**src/rtl/const_stream_tx.sv**
```systemverilog
// const_stream_tx
//
// Transmit side of the constant-table transfer. A start request launches one
// framed burst on a valid/ready stream:
//   header   : COUNT (truncated to WIDTH bits)
//   COUNT x  : table word k = (BASE + k*STEP) mod 2^WIDTH
//   checksum : sum of header and all table words, mod 2^WIDTH (o_last=1)
//
// Ports
//   i_clk    clock, all state on rising edge
//   i_rst    asynchronous active-high reset
//   i_start  frame request, sampled only while idle, never queued
//   i_ready  consumer accepts o_data this cycle when o_valid=1
//   o_valid  o_data holds a valid word
//   o_data   current word
//   o_last   current word is the checksum
//   o_busy   a frame is in progress
//   o_done   one-cycle pulse after the checksum transfer
module const_stream_tx #(
    parameter int WIDTH = 10,
    parameter int COUNT = 4,
    parameter int BASE  = 0,
    parameter int STEP  = 1
) (
    input  logic             i_clk,
    input  logic             i_rst,
    input  logic             i_start,
    input  logic             i_ready,
    output logic             o_valid,
    output logic [WIDTH-1:0] o_data,
    output logic             o_last,
    output logic             o_busy,
    output logic             o_done
);

    localparam logic [WIDTH-1:0] COUNT_W = WIDTH'(COUNT);
    localparam logic [WIDTH-1:0] LAST_K  = WIDTH'(COUNT - 1);
    localparam logic [WIDTH-1:0] BASE_W  = WIDTH'(BASE);
    localparam logic [WIDTH-1:0] STEP_W  = WIDTH'(STEP);

    typedef enum logic [1:0] {
        IDLE   = 2'd0,
        HEADER = 2'd1,
        DATA   = 2'd2,
        CHECK  = 2'd3
    } state_t;

    state_t           state_q;
    state_t           state_d;
    logic [WIDTH-1:0] k_q;
    logic [WIDTH-1:0] word_q;
    logic [WIDTH-1:0] acc_q;
    logic             done_q;
    logic             xfer;

    assign xfer   = o_valid & i_ready;
    assign o_done = done_q;

    always_ff @(posedge i_clk or posedge i_rst) begin
        if (i_rst) begin
            state_q <= IDLE;
        end else begin
            state_q <= state_d;
        end
    end

    // Outputs decode from state only, so o_valid never follows i_ready
    // combinationally and an asynchronous reset clears them at once.
    always_comb begin
        state_d = state_q;
        o_valid = 1'b0;
        o_data  = '0;
        o_last  = 1'b0;
        o_busy  = 1'b1;
        case (state_q)
            IDLE: begin
                o_busy = 1'b0;
                if (i_start) begin
                    state_d = HEADER;
                end
            end
            HEADER: begin
                o_valid = 1'b1;
                o_data  = COUNT_W;
                if (i_ready) begin
                    state_d = DATA;
                end
            end
            DATA: begin
                o_valid = 1'b1;
                o_data  = word_q;
                if (i_ready && (k_q == LAST_K)) begin
                    state_d = CHECK;
                end
            end
            CHECK: begin
                o_valid = 1'b1;
                o_data  = acc_q;
                o_last  = 1'b1;
                if (i_ready) begin
                    state_d = IDLE;
                end
            end
            default: begin
                state_d = IDLE;
            end
        endcase
    end

    // Table words are generated by repeated addition of STEP; all sums wrap.
    always_ff @(posedge i_clk or posedge i_rst) begin
        if (i_rst) begin
            k_q    <= '0;
            word_q <= '0;
            acc_q  <= '0;
            done_q <= 1'b0;
        end else begin
            done_q <= (state_q == CHECK) && i_ready;
            if ((state_q == IDLE) && i_start) begin
                k_q    <= '0;
                word_q <= BASE_W;
                acc_q  <= '0;
            end else if (xfer && (state_q != CHECK)) begin
                acc_q <= acc_q + o_data;
                if (state_q == DATA) begin
                    word_q <= word_q + STEP_W;
                    if (k_q != LAST_K) begin
                        k_q <= k_q + WIDTH'(1);
                    end
                end
            end
        end
    end

endmodule

```
**config.mk**
```make
export PLATFORM = sky130hd
export DESIGN_NAME = const_stream_tx
export DESIGN_NICKNAME = d
export VERILOG_FILES = /design/src/rtl/const_stream_tx.sv
export SDC_FILE = /design/constraint.sdc
export NUM_CORES = 1
export LEC_CHECK = 0
export CAP_MARGIN = 20
export CORE_MARGIN = 3
export CORE_UTILIZATION = 25
export DETAILED_ROUTE_END_ITERATION = 7
export PLACE_DENSITY_LB_ADDON = 0.25
export SLEW_MARGIN = 40
export SYNTH_ARGS = -nofsm -noshare
export SYNTH_HDL_FRONTEND = slang
export SYNTH_SLANG_ARGS = --single-unit
```
**constraint.sdc**
```tcl
create_clock -name i_clk -period 2.9 [get_ports i_clk]
set_input_delay 0.58 -clock i_clk [delete_from_list [all_inputs] [get_ports i_clk]]
set_output_delay 0.58 -clock i_clk [all_outputs]
set_load 0.05 [all_outputs]
```
# Word-level counts from Yosys, hierarchy flattened
# Cells that the tools add are included.
# op_classes
addsub	3
eq_ne	10
muxes	18
bitwise_logic	1
reduce_logical	12
# op_table
operator	n
two-way mux 10 bit	9
case mux 10 bit (3 select lines)	1
adder 10 x 1 -> 10 bit, second input constant	2
adder 10 bit	1
equality test 10 x 2 -> 1 bit, second input constant	1
inequality test 10 x 2 -> 1 bit, second input constant	1
inequality test 2 bit, second input constant	5
two-way mux 2 bit	4
case mux 2 bit (4 select lines)	1
nonzero test 2 bit	3
equality test 2 bit, second input constant	2
logical AND 1 bit	4
AND reduction 4 bit	1
two-way mux 1 bit	3
AND reduction 3 bit	1
OR reduction 3 bit	1
equality test 2 x 1 -> 1 bit, second input constant	1
zero test 2 bit	1
AND reduction 2 bit	1
bitwise AND 1 bit	1
# word_totals
ff_bits	33
in_bits	4
elab_cells	49

# Longest topological paths before layout
# Gate-level depths: netlist (run 1).
# depth
depth_word	7
mapped_depth	14

# Worst setup path after synthesis (run 1)
# No wires, ideal clock.
# synth_timing
path_kind	register -> register
startpoint	register state_q[0]
endpoint	register acc_q[6]
setup_ps	122
arrival_ps	3537
slack_ps	-758
path_stages_with_launch	14
period_less_slack_ps	3658
cell_sequence	dfrtp_1 ha_1 clkbuf_1 a22oi_1 nor2_1 ha_1 inv_1 fa_1 nor2b_1 o21a_1 o21ai_0 a21oi_1 mux2i_1 nand2_1
# synth_between
word_cells_on_any_way	15
# synth_rtl
item	line	rtl
start, declared	48	state_t state_q;
start signal, assigned	63	state_q <= state_d;
equality test 2 bit or equality test 2 x 1 -> 1 bit (tied branches)	75	case (state_q)
case mux 10 bit (3 select lines) (*)	75	
named net o_data[0]	30	output logic [WIDTH-1:0] o_data,
adder 10 bit (*)	124	acc_q <= acc_q + o_data;
two-way mux 10 bit (*)	123	end else if (xfer && (state_q != CHECK)) begin
two-way mux 10 bit (*)	119	if ((state_q == IDLE) && i_start) begin
end signal, assigned	124	
end, declared	52	logic [WIDTH-1:0] acc_q;
# The timed path passes the listed nets; every way through them passes the cells marked *. The select of a mux whose other input is x is not followed.
# A chain may end at the register's enable or synchronous reset.

# Final worst setup path (run 1)
# layout_timing
startpoint	register state_q[0]
endpoint	register acc_q[6]
# layout_between
elab_chain_cells	6
word_cells_on_any_way	15
# layout_rtl
item
branches (longest 6 deep; another with adder 10 bit)
# Several ways; the timed one is not identified. The select of a mux whose other input is x is not followed.

==> qor.yml, run 1 <==
maxSlewViolCount: 0
path_clk_slew_ps: 70
yosysSeqAreaShare: 0.390
drtPass1Iterations: 4
ant_nets: 0
antenna_found_initial: 0
nets: 284
pwr_density_cell_mw_per_mm2: 787
hold_viol_final: 0
fin_setup_tns_ps: 0
finalSetupViolations: 0
pwr-share-comb: 0.492
cp_num_buf_inv: 2
period_share: 0.950
cp_slowest_cell: "dfrtp_1"
place_ws_ps: 64.1
slew_headroom: 0.672
grt_overflow_total: 0
fillCellCount: 821
arrival_ps: 2930
post_drt_wl_per_cell_um: 14.1
synth_area_sq_mm: 0.00212
path_cells: "inv_2, ha_2, a22oi_1, nor2_4, ha_2, inv_1, fa_1, nor2b_1, o21a_1, o21ai_0, a21oi_1, mux2i_1, nand2_1"
grt_pass1_vias: 1778
ys_types: 38
hpwlAfterDp_mm: 3.69
synth_seq_cells: 33
synth_edf_count: 0
avgSynthCellArea_sq_um: 8.87
fin_skew_ps: 5.27
via_per_inst: 4.82
crit_top_cell: "ha_2"
rsz0062_at_grt: "true"
track_usage: 0.113
grt-busiest-layer: "met2"
p_leak_nw: 1.13
vias: 1761
met3_usage: 0.0314
core_area_sq_mm: 0.00797
hold_buffers: 0
drt-initial-drc-count: 55
cts-resized-gates: 0
dieArea_sq_mm: 0.00962
die_x_um: 98.1
syn-instance-count: 239
grt_max_degree: 34
clk_path_buf_depth: 2
antennaDiodeCount: 0
fin_hold_ws_ps: 555
start_util: 0.266
maxCapViolations: 0
io_buffers: 17
hp-class: "register to register"
internal_power_mw: 1.15
cts_setup_buffers: 0
rows: 32
synth_nets: 260
worst_setup_path_end_kind: "register"
yosysWarnings: 0
clk_latency_ps: 290
setup_slack_ps: 144
htreeDepth: 2
area_growth_pct: 23.2
cts_root_buf: "clkbuf_8"
critPathLaunchType: "register"
io_pins: 18
cp_max_fo: 5
drive_above_1_share: 0.175
min_period_ps: 2760
synth-main-ff-cell: "dfrtp_1"
crit_family: "adder cells"
cp.required_ps: 3080
switching_power_mw: 0.905
max_freq_mhz: 363
clock_power_share: 0.208
tightest_slew_ps: 485
gp_congestion: 0.790
dpl_cell_area_sq_mm: 0.00248
netSwitchingFraction: 0.440
gr-usage-met2: 0.177
cts_sinks: 33
grt_pass1_wl_mm: 8.88
slowest_delay_ps: 430
wirelength_mm: 5.16
async_flop_share: 1.00
ir_drop_v: 0.000288
drc: 0
p_seq_frac: 0.300
status: "finished, final reports clean"
fp.dieH_um: 98.1
cts_tree: "done"
crit_type: "register to register"
final_area_sq_mm: 0.00261
cts_buffers: 5
grtUsageMet1: 0.155
-- logic make-up after synthesis --
family	count (synthesis)	share of synthesized area
AND/OR/NAND/NOR	94	0.220
AO/OA/AOI/OAI	52	0.155
flip-flops	33	0.390
buffers and inverters	21	0.0390
XOR/XNOR	19	0.0785
adder cells (fa/ha/maj)	17	0.104
multiplexers	3	0.0142
-- through the flow --
step | utilization | std cells | total power, mW
after floorplan | - | 239 | 1.34
after global placement | 0.311 | 358 | 1.62
after detailed placement | 0.311 | 358 | 1.63
after CTS | 0.324 | 365 | 2.06
after global routing | 0.328 | 365 | 2.21
final | 0.328 | 365 | 2.06
-- synthesized netlist by cell type, types with 6 or more instances --
| cell type | instances | area share |
|---|---|---|
| a21oi_1 | 19 | 0.045 |
| a22oi_1 | 9 | 0.032 |
| clkbuf_1 | 7 | 0.012 |
| dfrtp_1 | 33 | 0.39 |
| ha_1 | 16 | 0.094 |
| inv_1 | 12 | 0.021 |
| nand2_1 | 21 | 0.037 |
| nand3_1 | 6 | 0.014 |
| nand4_1 | 8 | 0.024 |
| nor2_1 | 30 | 0.053 |
| nor3_1 | 7 | 0.017 |
| o21ai_0 | 11 | 0.026 |
| xnor2_1 | 7 | 0.029 |
| xor2_1 | 12 | 0.050 |
-- power by group through the flow --
| stage | clock network [mW] | logic [mW] | registers, mW |
|---|---|---|---|
| floorplan | 0 | 0.729 | 0.613 |
| global placement | 0 | 0.997 | 0.623 |
| finish | 0.427 | 1.01 | 0.616 |
| CTS | 0.439 | 1.01 | 0.617 |
| detailed placement | 0 | 1.00 | 0.625 |
| global route | 0.459 | 1.12 | 0.630 |
-- layout by cell type, fill, tap and decap left out, drive strengths merged, types with 6 or more instances in the layout --
cell / instances
a21oi: 19
a22oi: 9
buf: 19
clkdlybuf4s50: 7
dfrtp: 33
ha: 16
inv: 11
nand2: 21
nand3: 6
nand4: 8
nor2: 30
nor3: 7
o21ai: 11
xnor2: 7
xor2: 12
-- final cells by class --
class | count | area [sq um] | area share
multi-input cells | 185 | 1290 | 0.495
flip-flops and latches | 33 | 826 | 0.316
repair buffers | 26 | 213 | 0.0815
well taps | 102 | 128 | 0.0489
clock buffers | 5 | 68.8 | 0.0264
inverters | 12 | 48.8 | 0.0187
clock inverters | 2 | 35.0 | 0.0134
-- state kept, by name, summed over array words and instances (netlist names) --
| register | cells |
|---|---|
| acc_q | 10 |
| state_q | 2 |
| o_done | 1 |
| k_q | 10 |
| word_q | 10 |
-- worst paths after layout --
kind / startpoint / endpoint / slack, ps / depth (start not counted)
setup / recovery: state_q[0] / acc_q[6] / 140 / 13
hold / removal: word_q[9] / word_q[9] / 550 / 2
setup reg to reg: state_q[0] / acc_q[6] / 140 / 13
hold reg to reg: word_q[9] / word_q[9] / 550 / 2
max in group asynchronous: i_rst / o_done / 1880 / 3
min in group asynchronous: i_rst / acc_q[2] / 700 / 3
-- worst min-delay path: cells and delay by family (launching register included) --
kind,cells,cell delay [ps]
simple gates,1,70
xor+xnor,1,80
flops,1,370
-- metal layers --
metal,part of all wire,vias to the layer above
met5,0,-
met2,0.45,21
met4,0.0070,0
met3,0.031,4
li1,-,891
met1,0.51,845
Note: power is estimated with default switching activity, not from simulation.
==> run 2: changes to the inputs <==
Settings changed: GPL_TIMING_DRIVEN from default to 0.
==> qor.yml, run 2 (synthesis results as in run 1) <==
cts_sinks: 33
grt_pass1_vias: 1861
finalSetupViolations: 0
cts_tree: "done"
max_freq_mhz: 364
wirelength_mm: 5.27
track_usage: 0.118
dieArea_sq_mm: 0.00962
vias: 1763
fin_skew_ps: 11.3
hold_viol_final: 0
internal_power_mw: 1.09
top_regs: "acc_q: 10 flops, k_q: 10 flops, word_q: 10 flops"
grt_pass1_wl_mm: 9.27
die_x_um: 98.1
clock_power_share: 0.169
via_per_inst: 4.76
path_clk_slew_ps: 80
dp_cells: 358
clk_latency_ps: 280
core_area_sq_mm: 0.00797
mostFrequentLayoutCell: "dfrtp_1"
critPathLaunchType: "register"
drt-initial-drc-count: 41
drtPass1Iterations: 4
place_ws_ps: -147
antenna_found_initial: 0
drc: 0
status: "finished, final reports clean"
cp_max_fo: 6
nets: 288
hp-class: "register to register"
min_period_ps: 2750
area_growth_pct: 25.1
worst_setup_path_end_kind: "primary output"
cts_buffers: 5
reg2reg_to: "acc_q[9]"
grt_max_degree: 34
grt_overflow_total: 0
crit_type: "register to primary output"
maxCapViolations: 0
post_drt_wl_per_cell_um: 14.2
fp.dieH_um: 98.1
fin_util: 0.333
rows: 32
r2r-start: "state_q[1]"
ant_nets: 0
period_share: 0.948
critPathLaunch: "state_q[0]"
ir_drop_v: 0.000206
crit_end: "o_data[9]"
gp_congestion: 0.861
netSwitchingFraction: 0.455
slew_headroom: 0.523
drive_above_1_share: 0.149
tightest_slew_ps: 715
arrival_ps: 2170
io_buffers: 17
hold_buffers: 0
pwr-share-comb: 0.518
reg2reg_depth: 12
setup_slack_ps: 150
cp.required_ps: 2320
clk_path_buf_depth: 2
maxSlewViolCount: 0
io_pins: 18
switching_power_mw: 0.908
antennaDiodeCount: 0
pwr_density_cell_mw_per_mm2: 752
power_mw: 1.99
htreeDepth: 2
p_seq_frac: 0.313
final_cells: 370
start_util: 0.266
fillCellCount: 860
final_cell_mix: "31 x dfrtp_1, 25 x nor2_1, 21 x nand2_1, 15 x a21oi_1"
p_leak_nw: 1.14
fin_setup_tns_ps: 0
r2r_slack_ps: 190
hpwlAfterDp_mm: 3.89
cts_root_buf: "clkbuf_8"
## run 2: changes by cell type in the layout (fill, tap and decap cells not counted), moves of 3 or more
cell / delta
buf_4: -14
dlygate4sd2_1: +9
clkbuf_1: +7
a21oi_2: +3
## run 2: layout make-up
class,instances,area (sq um),area share
flip-flops and latches,33,828,0.312
plain buffers,9,61.3,0.0231
inverters,12,53.8,0.0203
clock buffers,8,80.1,0.0302
well taps,102,128,0.0481
repair buffers,21,189,0.0713
multi-input cells,185,1310,0.495
## run 2: per-stage QoR
step	hold slack, ps	area (sq um)
floorplan	502	2190
global placement	536	2490
detailed placement	544	2490
CTS	555	2590
global route	590	2650
finish	554	2650
## run 2: worst max-delay path: stages, from the launching register on
cell	delay, ps
dfrtp_2	450
clkinv_4	100
ha_4	170
a22oi_1	70
nor2_1	230
clkdlybuf4s50_1	860
## run 2: what timing repair did
| action | CTS | global route |
|---|---|---|
| pin swaps | 2 | 5 |
| endpoints found under the setup margin | 13 | 4 |
| setup buffers | 1 | 3 |
| resized for setup | 15 | 10 |
## run 2: per-layer routing
layer / up-vias / global-route usage / wire length [um]
li1: 897 / - / -
met1: 848 / 0.156 / 2480
met2: 16 / 0.201 / 2640
met3: 2 / 0.0193 / 122
met4: 0 / 0.0256 / 22
met5: - / 0 / 0
## run 2: power groups by stage
stage | registers (mW) | clock network, mW | logic (mW)
6_report | 0.624 | 0.337 | 1.03
5_1_grt | 0.637 | 0.372 | 1.14
4_1_cts | 0.620 | 0.354 | 1.01
3_3_place_gp | 0.621 | 0 | 0.978
2_1_floorplan | 0.613 | 0 | 0.729
3_5_place_dp | 0.623 | 0 | 0.988
## run 2: how the worst min path moves through the flow
stage / from / endpoint / depth (start not counted)
2_1_floorplan: acc_q[6] / acc_q[6] / 2
3_3_place_gp: acc_q[6] / acc_q[6] / 2
3_5_place_dp: acc_q[6] / acc_q[6] / 2
4_1_cts: acc_q[6] / acc_q[6] / 2
5_1_grt: acc_q[6] / acc_q[6] / 2
6_report: acc_q[3] / acc_q[3] / 2
==> run 3: changes to the inputs <==
Settings changed: ABC_AREA from default to 1.
==> qor.yml, run 3 <==
status: "finished, final reports clean"
critPathLaunchType: "register"
power_mw: 1.90
clk_path_buf_depth: 2
drtPass1Iterations: 4
multi_input_area_sq_mm: 0.00142
maxSlewViolCount: 0
mostFrequentLayoutCell: "nand2_1"
p_seq_frac: 0.314
avgSynthCellArea_sq_um: 6.91
yosysMostFrequentCell: "nand2_1"
ys_types: 33
yosysSeqAreaShare: 0.337
synth-compound-area-share: 0.0933
yosys.area.top_type: "dfrtp_1"
synth_edf_count: 0
r2r_slack_ps: 200
synth_top_area_frac: 0.337
cp.required_ps: 2320
via_per_inst: 4.45
post_drt_wl_per_cell_um: 12.1
tightest_slew_ps: 501
cts_sinks: 33
finalSetupViolations: 0
pwr_density_cell_mw_per_mm2: 649
top_regs: "acc_q: 10 flops, k_q: 10 flops, word_q: 10 flops"
grt_overflow_total: 0
slew_headroom: 0.665
cts_root_buf: "clkbuf_8"
reg2reg_depth: 14
r2r-start: "state_q[0]"
area_growth_pct: 19.2
final_cell_mix: "118 x nand2_1, 49 x inv_1, 33 x dfrtp_1, 27 x nand3_1, 22 x nor2_1"
grt_pass1_wl_mm: 10.7
internal_power_mw: 0.985
maxCapViolations: 0
htreeDepth: 2
ys_top_cells_by_count: "118 x nand2_1, 50 x inv_1, 33 x dfrtp_1"
synth_mux_area_frac: 0
grt_max_degree: 18
syn-instance-count: 355
crit_type: "register to primary output"
synth-main-ff-cell: "dfrtp_1"
io_buffers: 17
fp.dieH_um: 105
final_area_sq_mm: 0.00292
start_util: 0.262
ir_drop_v: 0.000221
synth_top_family_by_area: "simple AND/OR/NAND/NOR gates"
arrival_ps: 2150
dp_cells: 502
synth_area_sq_mm: 0.00245
grt_pass1_vias: 2248
worst_setup_path_end_kind: "primary output"
path_clk_slew_ps: 80
min_period_ps: 2730
core_area_sq_mm: 0.00937
rows: 35
io_pins: 18
ff_latch_area_sq_um: 826
clk_latency_ps: 290
min_from: "k_q[9]"
hp-class: "register to register"
hold_buffers: 0
drc: 0
cp_max_fo: 10
switching_power_mw: 0.912
track_usage: 0.119
netSwitchingFraction: 0.481
max_freq_mhz: 366
yosysWarnings: 0
cts_tree: "done"
wirelength_mm: 6.18
synth_xor_area_frac: 0.0107
die_x_um: 105
hold_end: "k_q[9]"
synthTopCellsByArea: "dfrtp_1 34%, nand2_1 18%, ha_1 8.2%, inv_1 7.6%, nand3_1 5.5%"
final_cells: 510
cts_buffers: 5
dieArea_sq_mm: 0.0110
antenna_found_initial: 0
clock_power_share: 0.188
synth_nets: 376
dpl_cell_area_sq_mm: 0.00285
nets: 401
antennaDiodeCount: 0
ant_nets: 0
fin_util: 0.312
period_share: 0.942
pwr-share-comb: 0.497
vias: 2270
p_leak_nw: 1.50
drive_above_1_share: 0.102
reg2reg_to: "acc_q[8]"
synth_fa_ha_area_frac: 0.0898
yosys.area_share.simple: 0.368
hold_depth: 2
fin_skew_ps: 7.13
fillCellCount: 1068
hpwlAfterDp_mm: 4.65
fin_hold_ws_ps: 518
async_flop_share: 1.00
drt-initial-drc-count: 74
gp_congestion: 0.819
hold_viol_final: 0
synth_seq_cells: 33
rsz0062_at_grt: "false"
==> run 3: changes by cell type after synthesis, moves of 8 or more <==
cell	previous run	this run
nand2_1	21	118
nand3_1	6	27
a22oi_1	9	0
inv_1	12	50
xor2_1	12	3
nor2_1	30	22
==> run 3: power by group through the flow <==
stage                     combinational [mW]  clock (mW)  sequential [mW]
after global routing                    1.05       0.398            0.610
after floorplan                        0.704           0            0.598
final                                  0.943       0.357            0.596
after global placement                 0.954           0            0.605
after CTS                              0.961       0.379            0.598
after detailed placement               0.969           0            0.606
==> run 3: final cells by class <==
type / count / share of cell area
Multi-Input combinational cell: 263 / 0.486
Sequential cell: 33 / 0.282
Inverter: 53 / 0.0680
Timing Repair Buffer: 18 / 0.0616
Tap cell: 129 / 0.0552
Clock buffer: 5 / 0.0235
Buffer: 6 / 0.0171
Clock inverter: 3 / 0.00599
==> run 3: how the worst max path moves through the flow <==
stage                     startpoint         to  slack (ps)
final                     state_q[0]  o_data[0]         170
after floorplan           state_q[1]   acc_q[8]          60
after CTS                 state_q[0]  o_data[1]          20
after global placement    state_q[0]   acc_q[8]         -70
after global routing      state_q[0]   acc_q[8]           7
after detailed placement  state_q[0]   acc_q[8]         -80
==> run 3: per-stage QoR <==
step	setup slack [ps]	TNS (ps)
3_5_place_dp	-81.6	-114
4_1_cts	20.0	0
3_3_place_gp	-66.3	-66.3
6_report	169	0
2_1_floorplan	56.0	0
5_1_grt	7.37	0
==> run 3: cells by family (layout without fill, tap and decap cells) <==
logic type,count (synthesis),count (layout)
simple gates,200,200
buf+inv,59,85
compound gates,43,43
flops,33,33
fa+ha+maj,17,17
xor+xnor,3,3
==> run 3: worst max-delay path, stage by stage (launching register included) <==
cell           delay, ps
dfrtp_1              440
inv_1                170
ha_1                 190
buf_4                180
nand2_1              120
a21oi_4              210
dlygate4sd2_1        550
==> run 3: timing repair <==
action                     in CTS  in global routing
pin swaps                       0                  1
gates resized for setup        12                  5
buffers inserted                0                  0
setup endpoints to repair      12                  5
==> run 3: routing by layer <==
layer  GRT usage  routed length, um
met2       0.182               2660
met5           0                  0
met1       0.166               3240
met4      0.0403                 73
met3      0.0259                207
